--- config.mk ---
export PLATFORM = sky130hd
export DESIGN_NAME = src_poly_linear_mc
export DESIGN_NICKNAME = d
export VERILOG_FILES = /design/src/rtl/src_poly_linear_mc.sv
export SDC_FILE = /design/constraint.sdc
export NUM_CORES = 2
export LEC_CHECK = 0
export ABC_AREA = 1
export CELL_PAD_IN_SITES_DETAIL_PLACEMENT = 0
export CELL_PAD_IN_SITES_GLOBAL_PLACEMENT = 2
export CORE_MARGIN = 2
export CORE_UTILIZATION = 42
export DETAILED_ROUTE_END_ITERATION = 7
export GPL_TIMING_DRIVEN = 0
export HOLD_SLACK_MARGIN = 0.08
export PLACE_DENSITY = 0.87
export SKIP_CTS_REPAIR_TIMING = 1
export SLEW_MARGIN = 0
export SYNTH_ARGS = -nofsm -noshare
export SYNTH_HDL_FRONTEND = slang
export SYNTH_SLANG_ARGS = --single-unit
export TNS_END_PERCENT = 100
--- constraint.sdc ---
create_clock -name clk -period 11.7 [get_ports clk]
set_clock_uncertainty 0.15 [all_clocks]
set_input_delay 1.755 -clock clk [delete_from_list [all_inputs] [get_ports clk]]
set_output_delay 1.755 -clock clk [all_outputs]
set_load 0.03 [all_outputs]
--- src/rtl/src_poly_linear_mc.sv ---
// -----------------------------------------------------------------------------
// src_poly_linear_mc
//   Multi-channel sample-rate converter. Input frames are buffered in a
//   show-ahead FIFO. A small FSM keeps the two most recent frames (x0, x1) and
//   emits x0 + (x1 - x0) * frac for every output frame. frac advances by a
//   programmable Q4.PHASE_W step (Fin/Fout) at each output handshake. The
//   integer carry of that step tells how many input frames to skip. A latched
//   bypass mode forwards the input stream combinationally.
//
// Ports
//   clk, rst        clock, asynchronous active-high reset
//   enable          0 = flush and idle; the 0->1 edge latches bypass
//   bypass          pass-through select (taken on the enable rise)
//   ratio           unsigned Q4.PHASE_W step, sampled at each output handshake
//   s_valid/s_ready/s_data   input frame stream (channel 0 in the LSBs)
//   m_valid/m_ready/m_data   output frame stream
//   fifo_level      input FIFO occupancy
//   starve          ADVANCE is waiting on an empty FIFO
// -----------------------------------------------------------------------------
module src_poly_linear_mc #(
  parameter int unsigned CH         = 2,
  parameter int unsigned DW         = 24,
  parameter int unsigned FIFO_DEPTH = 16,
  parameter int unsigned PHASE_W    = 16
) (
  input  logic                          clk,
  input  logic                          rst,
  input  logic                          enable,
  input  logic                          bypass,
  input  logic [PHASE_W+3:0]            ratio,
  input  logic                          s_valid,
  output logic                          s_ready,
  input  logic [CH*DW-1:0]              s_data,
  output logic                          m_valid,
  input  logic                          m_ready,
  output logic [CH*DW-1:0]              m_data,
  output logic [$clog2(FIFO_DEPTH):0]   fifo_level,
  output logic                          starve
);

  localparam int unsigned AW = $clog2(FIFO_DEPTH);
  localparam int unsigned FW = CH * DW;
  localparam int unsigned PW = DW + PHASE_W + 2;

  typedef enum logic [2:0] {
    IDLE,
    PRIME0,
    PRIME1,
    CALC,
    OUT,
    ADVANCE
  } state_t;

  state_t               state_q;
  logic                 en_q;
  logic                 bypass_q;
  logic [FW-1:0]        x0_q;
  logic [FW-1:0]        x1_q;
  logic [FW-1:0]        m_data_q;
  logic [PHASE_W-1:0]   frac_q;
  logic [3:0]           skip_q;

  logic [FW-1:0]        mem_q [FIFO_DEPTH];
  logic [AW-1:0]        wr_ptr_q;
  logic [AW-1:0]        rd_ptr_q;
  logic [AW:0]          count_q;

  logic                 byp_eff;
  logic                 byp_mode;
  logic                 src_en;
  logic                 fifo_full;
  logic                 fifo_empty;
  logic                 src_ready;
  logic                 push;
  logic                 pop;
  logic [FW-1:0]        head;
  logic [FW-1:0]        y;

  logic [PHASE_W+3:0]   ratio_eff;
  logic [PHASE_W+3:0]   acc;
  logic [PHASE_W-1:0]   frac_d;
  logic [3:0]           skip_d;

  // On the enable rising edge the latch has not been loaded yet, so the live
  // bypass input is used for that first cycle; afterwards the latched copy.
  assign byp_eff  = en_q ? bypass_q : bypass;
  assign byp_mode = enable & byp_eff;
  assign src_en   = enable & ~byp_eff;

  // ---------------------------------------------------------------------------
  // Input FIFO (show-ahead: head is the entry at rd_ptr)
  // ---------------------------------------------------------------------------
  assign fifo_full  = (count_q == (AW+1)'(FIFO_DEPTH));
  assign fifo_empty = (count_q == '0);
  assign head       = mem_q[rd_ptr_q];
  assign src_ready  = src_en & ~fifo_full;
  assign push       = s_valid & src_ready;
  assign pop        = src_en & ~fifo_empty &
                      ((state_q == PRIME0) || (state_q == PRIME1) ||
                       (state_q == ADVANCE));

  always_ff @(posedge clk) begin
    if (push) begin
      mem_q[wr_ptr_q] <= s_data;
    end
  end

  always_ff @(posedge clk or posedge rst) begin
    if (rst) begin
      wr_ptr_q <= '0;
      rd_ptr_q <= '0;
      count_q  <= '0;
    end else if (!enable) begin
      wr_ptr_q <= '0;
      rd_ptr_q <= '0;
      count_q  <= '0;
    end else begin
      if (push) begin
        wr_ptr_q <= wr_ptr_q + AW'(1);
      end
      if (pop) begin
        rd_ptr_q <= rd_ptr_q + AW'(1);
      end
      count_q <= count_q + {{AW{1'b0}}, push} - {{AW{1'b0}}, pop};
    end
  end

  // ---------------------------------------------------------------------------
  // Enable edge detect and bypass latch
  // ---------------------------------------------------------------------------
  always_ff @(posedge clk or posedge rst) begin
    if (rst) begin
      en_q     <= 1'b0;
      bypass_q <= 1'b0;
    end else begin
      en_q <= enable;
      if (!enable) begin
        bypass_q <= 1'b0;
      end else if (!en_q) begin
        bypass_q <= bypass;
      end
    end
  end

  // ---------------------------------------------------------------------------
  // Interpolator, all channels in parallel.
  // p = (x1 - x0) * frac is exact in PW bits; taking bits [PW-1:PHASE_W] is an
  // arithmetic shift, i.e. floor. The sum stays between x0 and x1, so the low
  // DW bits are the exact result.
  // ---------------------------------------------------------------------------
  for (genvar c = 0; c < CH; c++) begin : g_ch
    logic [DW-1:0]        a0;
    logic [DW-1:0]        a1;
    logic signed [DW:0]   d;
    logic signed [PW-1:0] d_x;
    logic signed [PW-1:0] f_x;
    logic signed [PW-1:0] p;
    logic [DW+1:0]        q_s;
    logic [DW+1:0]        sum;
    logic                 unused_bits;

    assign a0          = x0_q[c*DW +: DW];
    assign a1          = x1_q[c*DW +: DW];
    assign d           = $signed({a1[DW-1], a1}) - $signed({a0[DW-1], a0});
    assign d_x         = {{(PHASE_W+1){d[DW]}}, d};
    assign f_x         = {{(DW+2){1'b0}}, frac_q};
    assign p           = d_x * f_x;
    assign q_s         = p[PW-1:PHASE_W];
    assign sum         = {{2{a0[DW-1]}}, a0} + q_s;
    assign y[c*DW +: DW] = sum[DW-1:0];
    assign unused_bits = ^{p[PHASE_W-1:0], sum[DW+1:DW]};
  end

  // ---------------------------------------------------------------------------
  // Phase accumulator: a zero ratio is promoted to one LSB so the phase always
  // moves forward.
  // ---------------------------------------------------------------------------
  assign ratio_eff = (ratio == '0) ? {{(PHASE_W+3){1'b0}}, 1'b1} : ratio;
  assign acc       = {4'b0000, frac_q} + ratio_eff;
  assign frac_d    = acc[PHASE_W-1:0];
  assign skip_d    = acc[PHASE_W+3:PHASE_W];

  // ---------------------------------------------------------------------------
  // Control FSM
  // ---------------------------------------------------------------------------
  always_ff @(posedge clk or posedge rst) begin
    if (rst) begin
      state_q  <= IDLE;
      x0_q     <= '0;
      x1_q     <= '0;
      m_data_q <= '0;
      frac_q   <= '0;
      skip_q   <= '0;
    end else if (!enable) begin
      state_q  <= IDLE;
      x0_q     <= '0;
      x1_q     <= '0;
      m_data_q <= '0;
      frac_q   <= '0;
      skip_q   <= '0;
    end else begin
      case (state_q)
        IDLE: begin
          if (!byp_eff) begin
            state_q <= PRIME0;
          end
        end
        PRIME0: begin
          if (!fifo_empty) begin
            x1_q    <= head;
            state_q <= PRIME1;
          end
        end
        PRIME1: begin
          if (!fifo_empty) begin
            x0_q    <= x1_q;
            x1_q    <= head;
            frac_q  <= '0;
            state_q <= CALC;
          end
        end
        CALC: begin
          m_data_q <= y;
          state_q  <= OUT;
        end
        OUT: begin
          if (m_ready) begin
            frac_q  <= frac_d;
            skip_q  <= skip_d;
            state_q <= (skip_d == 4'd0) ? CALC : ADVANCE;
          end
        end
        ADVANCE: begin
          if (!fifo_empty) begin
            x0_q   <= x1_q;
            x1_q   <= head;
            skip_q <= skip_q - 4'd1;
            if (skip_q == 4'd1) begin
              state_q <= CALC;
            end
          end
        end
        default: state_q <= IDLE;
      endcase
    end
  end

  // ---------------------------------------------------------------------------
  // Outputs
  // ---------------------------------------------------------------------------
  assign s_ready    = byp_mode ? m_ready : src_ready;
  assign m_valid    = byp_mode ? s_valid : (enable & (state_q == OUT));
  assign m_data     = byp_mode ? s_data : m_data_q;
  assign fifo_level = count_q;
  assign starve     = enable & (state_q == ADVANCE) & fifo_empty;

endmodule
# Yosys cells after proc, flatten, opt, wreduce, memory -nomap -nowiden
# Memory sizes are Yosys's and may differ from the RTL's.
# Index checks and enable logic that the tools add are counted.
dict set report totals {
  memories 1
  ramBits 768
  input_bits 74
  regBits 182
}
dict set report op_classes {
  bitwise_logic 12
  reduce_logical 13
  n_eq_ne 21
  n_addsub 10
  n_mux 38
  n_mul 2
}
# memory words width rd rd_clocked_by_memory_dff wr line_no
set memory_table {}
lappend memory_table {mem_q 16 48 1 0 1 63} ;# logic [FW-1:0] mem_q [FIFO_DEPTH];
# op count
set op_table {}
lappend op_table {{two-way mux 48 bit} 9}
lappend op_table {{multiplier 25 x 17 -> 40 bit} 2}
lappend op_table {{subtractor 24 x 24 -> 25 bit} 2}
lappend op_table {{adder 24 bit} 2}
lappend op_table {{two-way mux 16 bit} 3}
lappend op_table {{case mux 16 bit (2 select lines)} 1}
lappend op_table {{two-way mux 4 bit} 7}
lappend op_table {{two-way mux 3 bit} 8}
lappend op_table {{adder 16 x 20 -> 20 bit} 1}
lappend op_table {{zero test 20 bit} 1}
lappend op_table {{two-way mux 20 bit} 1}
lappend op_table {{case mux 3 bit (6 select lines)} 1}
lappend op_table {{inequality test 3 bit (second input constant)} 5}
lappend op_table {{AND 1 bit} 9}
lappend op_table {{adder 4 x 1 -> 4 bit (second input constant)} 2}
lappend op_table {{case mux 4 bit (2 select lines)} 1}
lappend op_table {{== test 3 x 2 -> 1 bit (second input constant)} 2}
lappend op_table {{== test 3 bit (second input constant)} 2}
lappend op_table {{two-way mux 1 bit} 6}
lappend op_table {{inequality test 2 x 1 -> 1 bit (second input constant)} 3}
lappend op_table {{inequality test 2 bit (second input constant)} 3}
lappend op_table {{inequality test 3 x 1 -> 1 bit (second input constant)} 2}
lappend op_table {{AND reduction 3 bit} 2}
lappend op_table {{AND reduction 6 bit} 1}
lappend op_table {{16 further kinds} 20}

# Logic depth before layout (Yosys ltp)
dict set report logic_depth {
  word_depth 8
  ltp_mapped 54
}

# Worst setup path before layout
# OpenSTA, ideal clock, no wires.
dict set report synth_path {
  path_kind {register -> register}
  startpoint {register x0_q[24]}
  endpoint {register m_data_q[38]}
  arrival_time_ns 8.409
  required_ns 11.433
  n_path_buf 0
  period_less_slack_ns 8.676
  path_slack_ns 3.024
  setup_time_ns 0.117
  path_stages_with_launch 44
  path_cell_list {dfrtp_1 > ha_1 > fa_1 > nand3b_1 > nand2_1 > nand2_1 > nand2_1 > a21oi_1 > o21ai_1 > xor2_1 > nand2_1 > fa_1 > fa_1 > inv_1 > fa_1 > inv_1 > fa_1 > inv_1 > [8 not listed] > o211ai_1 > o21bai_1 > nand2_1 > nand2_1 > xor2_1 > ha_1 > inv_1 > fa_1 > nor3_1 > nor2_1 > o21bai_1 > a21oi_1 > o21ai_0 > nand2_1 > nand2_1 > nand2_1 > nand3_1 > nand2_1}
}
dict set report synth_between {
  elab_chain_len 5
}
# item line_no
set synth_lines {}
lappend synth_lines {{start, declared} 57} ;# logic [FW-1:0] x0_q;
lappend synth_lines {{start signal, assigned} 216} ;# x0_q <= x1_q;
lappend synth_lines {{start signal, assigned} 235} ;# x0_q <= x1_q;
lappend synth_lines {{subtractor 24 x 24 -> 25 bit} 164} ;# assign d = $signed({a1[DW-1], a1}) - $signed({a0[DW-1], a0});
lappend synth_lines {{multiplier 25 x 17 -> 40 bit} 167} ;# assign p = d_x * f_x;
lappend synth_lines {{adder 24 bit (*)} 169} ;# assign sum = {{2{a0[DW-1]}}, a0} + q_s;
lappend synth_lines {{two-way mux 48 bit (*)} 202} ;# case (state_q)
lappend synth_lines {{two-way mux 48 bit (*)} 194} ;# end else if (!enable) begin
lappend synth_lines {{end signal, assigned} 223} ;# m_data_q <= y;
lappend synth_lines {{end, declared} 59} ;# logic [FW-1:0] m_data_q;
# Mark *: on every way between the ends. The rest lies on a longest branch, timed or not. The select of a mux whose other input is x is not followed.
# A chain may end at the register's enable or synchronous reset.

# Worst setup path in the final report
dict set report layout_path {
  startpoint {register frac_q[7]}
  endpoint {register m_data_q[37]}
}
dict set report layout_between {
  elab_chain_len 4
}
# item line_no
set layout_lines {}
lappend layout_lines {{start, declared} 60} ;# logic [PHASE_W-1:0] frac_q;
lappend layout_lines {{start signal, assigned} 228} ;# frac_q <= frac_d;
lappend layout_lines {{multiplier 25 x 17 -> 40 bit} 167}
lappend layout_lines {{adder 24 bit} 169}
lappend layout_lines {{two-way mux 48 bit} 202}
lappend layout_lines {{two-way mux 48 bit} 194}
# Every way passes these cells. The select of a mux whose other input is x is not followed.

==> reports/results.ini <==
[outcome]
outcome=finished, violations left
violations=max-capacitance violations

[grt]
antenna_found_initial=10
grt_pass1_vias=55720
grt_overflow_total=0
grt_usage_pct=29.16
grt_pass1_wl_mm=371.6
grt_max_degree=109

[die]
initial_core_util_pct=42.28
io_pins=130
dieHeight_um=419.8
dieArea_um2=176200
rows=152
die_x_um=419.8
coreArea_um2=171700

[placement]
io_buffers=129
post_dp_cell_area_um2=77750
dp_hpwl_mm=201.2
dp_cells=10040
gp_congestion=0.9474
post-place-ws_ns=0.3856

[power_and_ir_drop]
p_sw_mw=10.53
ir_drop_mv=0.3191
p_int_mw=8.220
p_comb_share_pct=61.6
p_leak_nw=35.97
clockPowerShare_pct=16.7
seq_power_share_pct=21.7
p_per_area_nw_per_um2=231.3
total_power_mw=18.75
power.share.switching_pct=56.16

[synth]
synth_nets=8717
synthSimpleGateAreaFrac_pct=11.92
synth_area_per_cell_um2=9.600
yosysWarnings=0
yosys_register_bits=950
synth_mux_area_share_pct=2.647
synth_edf_count=768
synth.distinct_cells=64
synthTopCellsByArea=edfxtp_1 32%, fa_1 21%, inv_1 7.6%, dfrtp_1 6.3%, nand2_1 5.7%
ys_top_cells_by_count=1475 x inv_1, 1103 x nand2_1, 768 x edfxtp_1, 760 x fa_1, 607 x nor2_1
synth-compound-area-share_pct=10.12
yosysMostFrequentCell=inv_1
async_flop_share_pct=19.16
synth-xor-area-share_pct=1.363
synth_ff_type=edfxtp_1
yosysTopAreaCell=edfxtp_1
synth_top_family_by_area=adder cells
syn_area_um2=72610
synth_top_cell_area_share_pct=31.76
synthAdderAreaFrac_pct=26.45
yosysSeqAreaShare_pct=38.03
synthCells=7564

[drt]
wl_per_cell_um=24.95
drt-pass1-iter-count=6
drc=0
viasPerCell=5.370
drtAntennaViolNets=0
wl_mm=255.0
num_vias=54893
drt-initial-drc-count=4637

[critical_path]
crit_required_ns=12.15
cp_common_cell=nand2_1
rrSetupSlack_ns=0.42
crit_type=flop to flop
worstPathMaxFanout=10
worst_setup_path_start_kind=flop
ff2ff_path_depth=39
cp.arrival_ns=11.73
r2r-end=m_data_q[37]$_DFFE_PP0P_
worstSetupEndpoint=m_data_q[37]$_DFFE_PP0P_
cp-startpoint=frac_q[7]$_DFFE_PP0P_
reg2reg_from=frac_q[7]$_DFFE_PP0P_
crit_path_end_kind=flop
crit_path_max_incr_delay_ns=1.05
slowest_stage=clkbuf_1

[sta]
post-route-period-util_pct=96.41
max_slew_margin_pct=0.4699
holdWs_ns=0.3379
fin_crit_ns=11.28
worst_slew_pin_slew_ns=1.487
timing.final.hold_violations=0
report.final.slew_viol_count=0
rsz0062_at_grt=no
setup_viol_count_final=0
setup-tns-final_ns=0
setup_ws_ns=0.4202
max_freq_mhz=88.65

[finish]
final_util_pct=47.20
design_area_um2=81050
fillers=16415
multi_input_area_um2=38380
regArea_um2=27620
fin_nets=8979
drive_gt1_share_pct=4.907
syn2layout_area_growth_pct=11.62
final_cells=10223

[cts]
tritoncts=built
clkTransAtPathRegs_ns=0.07
cts-root-buf=clkbuf_16
numCtsBuffers=94
clkSinkCount=950
htreeDepth=3
insertion_delay_ns=0.72
clockBufferDepth=3

[run]
max_cap_violations=2

[hold_path]
hp-class=flop to flop

[cell type report]
type	count	share of cell area (%)
antenna	6	0.01852
buffer	302	1.491
clock buffer	117	3.070
clock inverter	60	0.8737
inverter	1509	7.016
multi-input combinational	4803	47.35
sequential	950	34.07
tap	2310	3.566
timing repair buffer	166	2.542
[cell usage in the layout, fill, tap and decap left out, drive strengths merged, types with 20 or more instances in the layout]
cell type         n
a21oi           447
a22o             46
a31oi            33
buf             112
clkbuf          344
clkdlybuf4s50   129
clkinv           55
dfrtp           182
edfxtp          768
fa              760
ha              319
inv            1496
mux2i           192
nand2          1113
nand3           234
nand4            25
nor2            608
nor3             26
o211ai           85
o21ai           596
o21bai           20
o22ai            26
or2              73
xnor2            36
xor2             68
[flip-flops by register name, indices dropped and copies added (netlist names)]
name and flops:
m_data_q 48, state_q 3, wr_ptr_q 4, rd_ptr_q 4, mem_q 768, x1_q 48
en_q 1, x0_q 48, fifo_level 5, frac_q 16, bypass_q 1, skip_q 4
[metal layers]
metal  routed length [µm]  vias to the layer above  part of all wire [%]  GRT usage (%)
met5                   91                        -                 0.036              0
met4                13850                        8                   5.4          14.46
met3                16230                      469                   6.4          3.957
met2               124000                     2041                    49          49.45
met1               100900                    27514                    40          36.59
li1                     -                    24861                     -              -
[worst max-delay path: cells and delay by family (launching register included)]
kind,cells,cell delay (ns)
AO/OA/AOI/OAI,5,1.30
adder cells (fa/ha/maj),8,3.65
flip-flops,1,0.39
XOR/XNOR,1,0.36
buffers and inverters,8,3.03
AND/OR/NAND/NOR,17,2.25
[power groups by stage]
stage	clock network [mW]	registers, mW	logic, mW
final	3.12	4.07	11.6
after global routing	3.29	4.08	12.2
after CTS	3.16	4.07	11.2
after detailed placement	0	4.14	11.2
after global placement	0	4.14	11.0
after floorplan	0	3.99	6.36
[worst min-delay path by stage]
stage | depth (start not counted) | to | startpoint
2_1_floorplan | 2 | m_data_q[23]$_DFFE_PP0P_ | m_data_q[23]$_DFFE_PP0P_
3_3_place_gp | 2 | m_data_q[14]$_DFFE_PP0P_ | m_data_q[14]$_DFFE_PP0P_
3_5_place_dp | 2 | m_data_q[17]$_DFFE_PP0P_ | m_data_q[17]$_DFFE_PP0P_
4_1_cts | 2 | m_data_q[30]$_DFFE_PP0P_ | m_data_q[30]$_DFFE_PP0P_
5_1_grt | 2 | m_data_q[19]$_DFFE_PP0P_ | m_data_q[19]$_DFFE_PP0P_
6_report | 2 | m_data_q[19]$_DFFE_PP0P_ | m_data_q[19]$_DFFE_PP0P_
[logic make-up after synthesis]
kind of cell / Yosys count
xor gates and xnor gates: 104
adders and majority gates: 1079
buffers and inverters: 1811
muxes: 192
AOI/OAI and AO/OA: 1317
and+or+nand+nor: 2111
DFF: 950
Note: power is estimated with default switching activity, not from simulation.
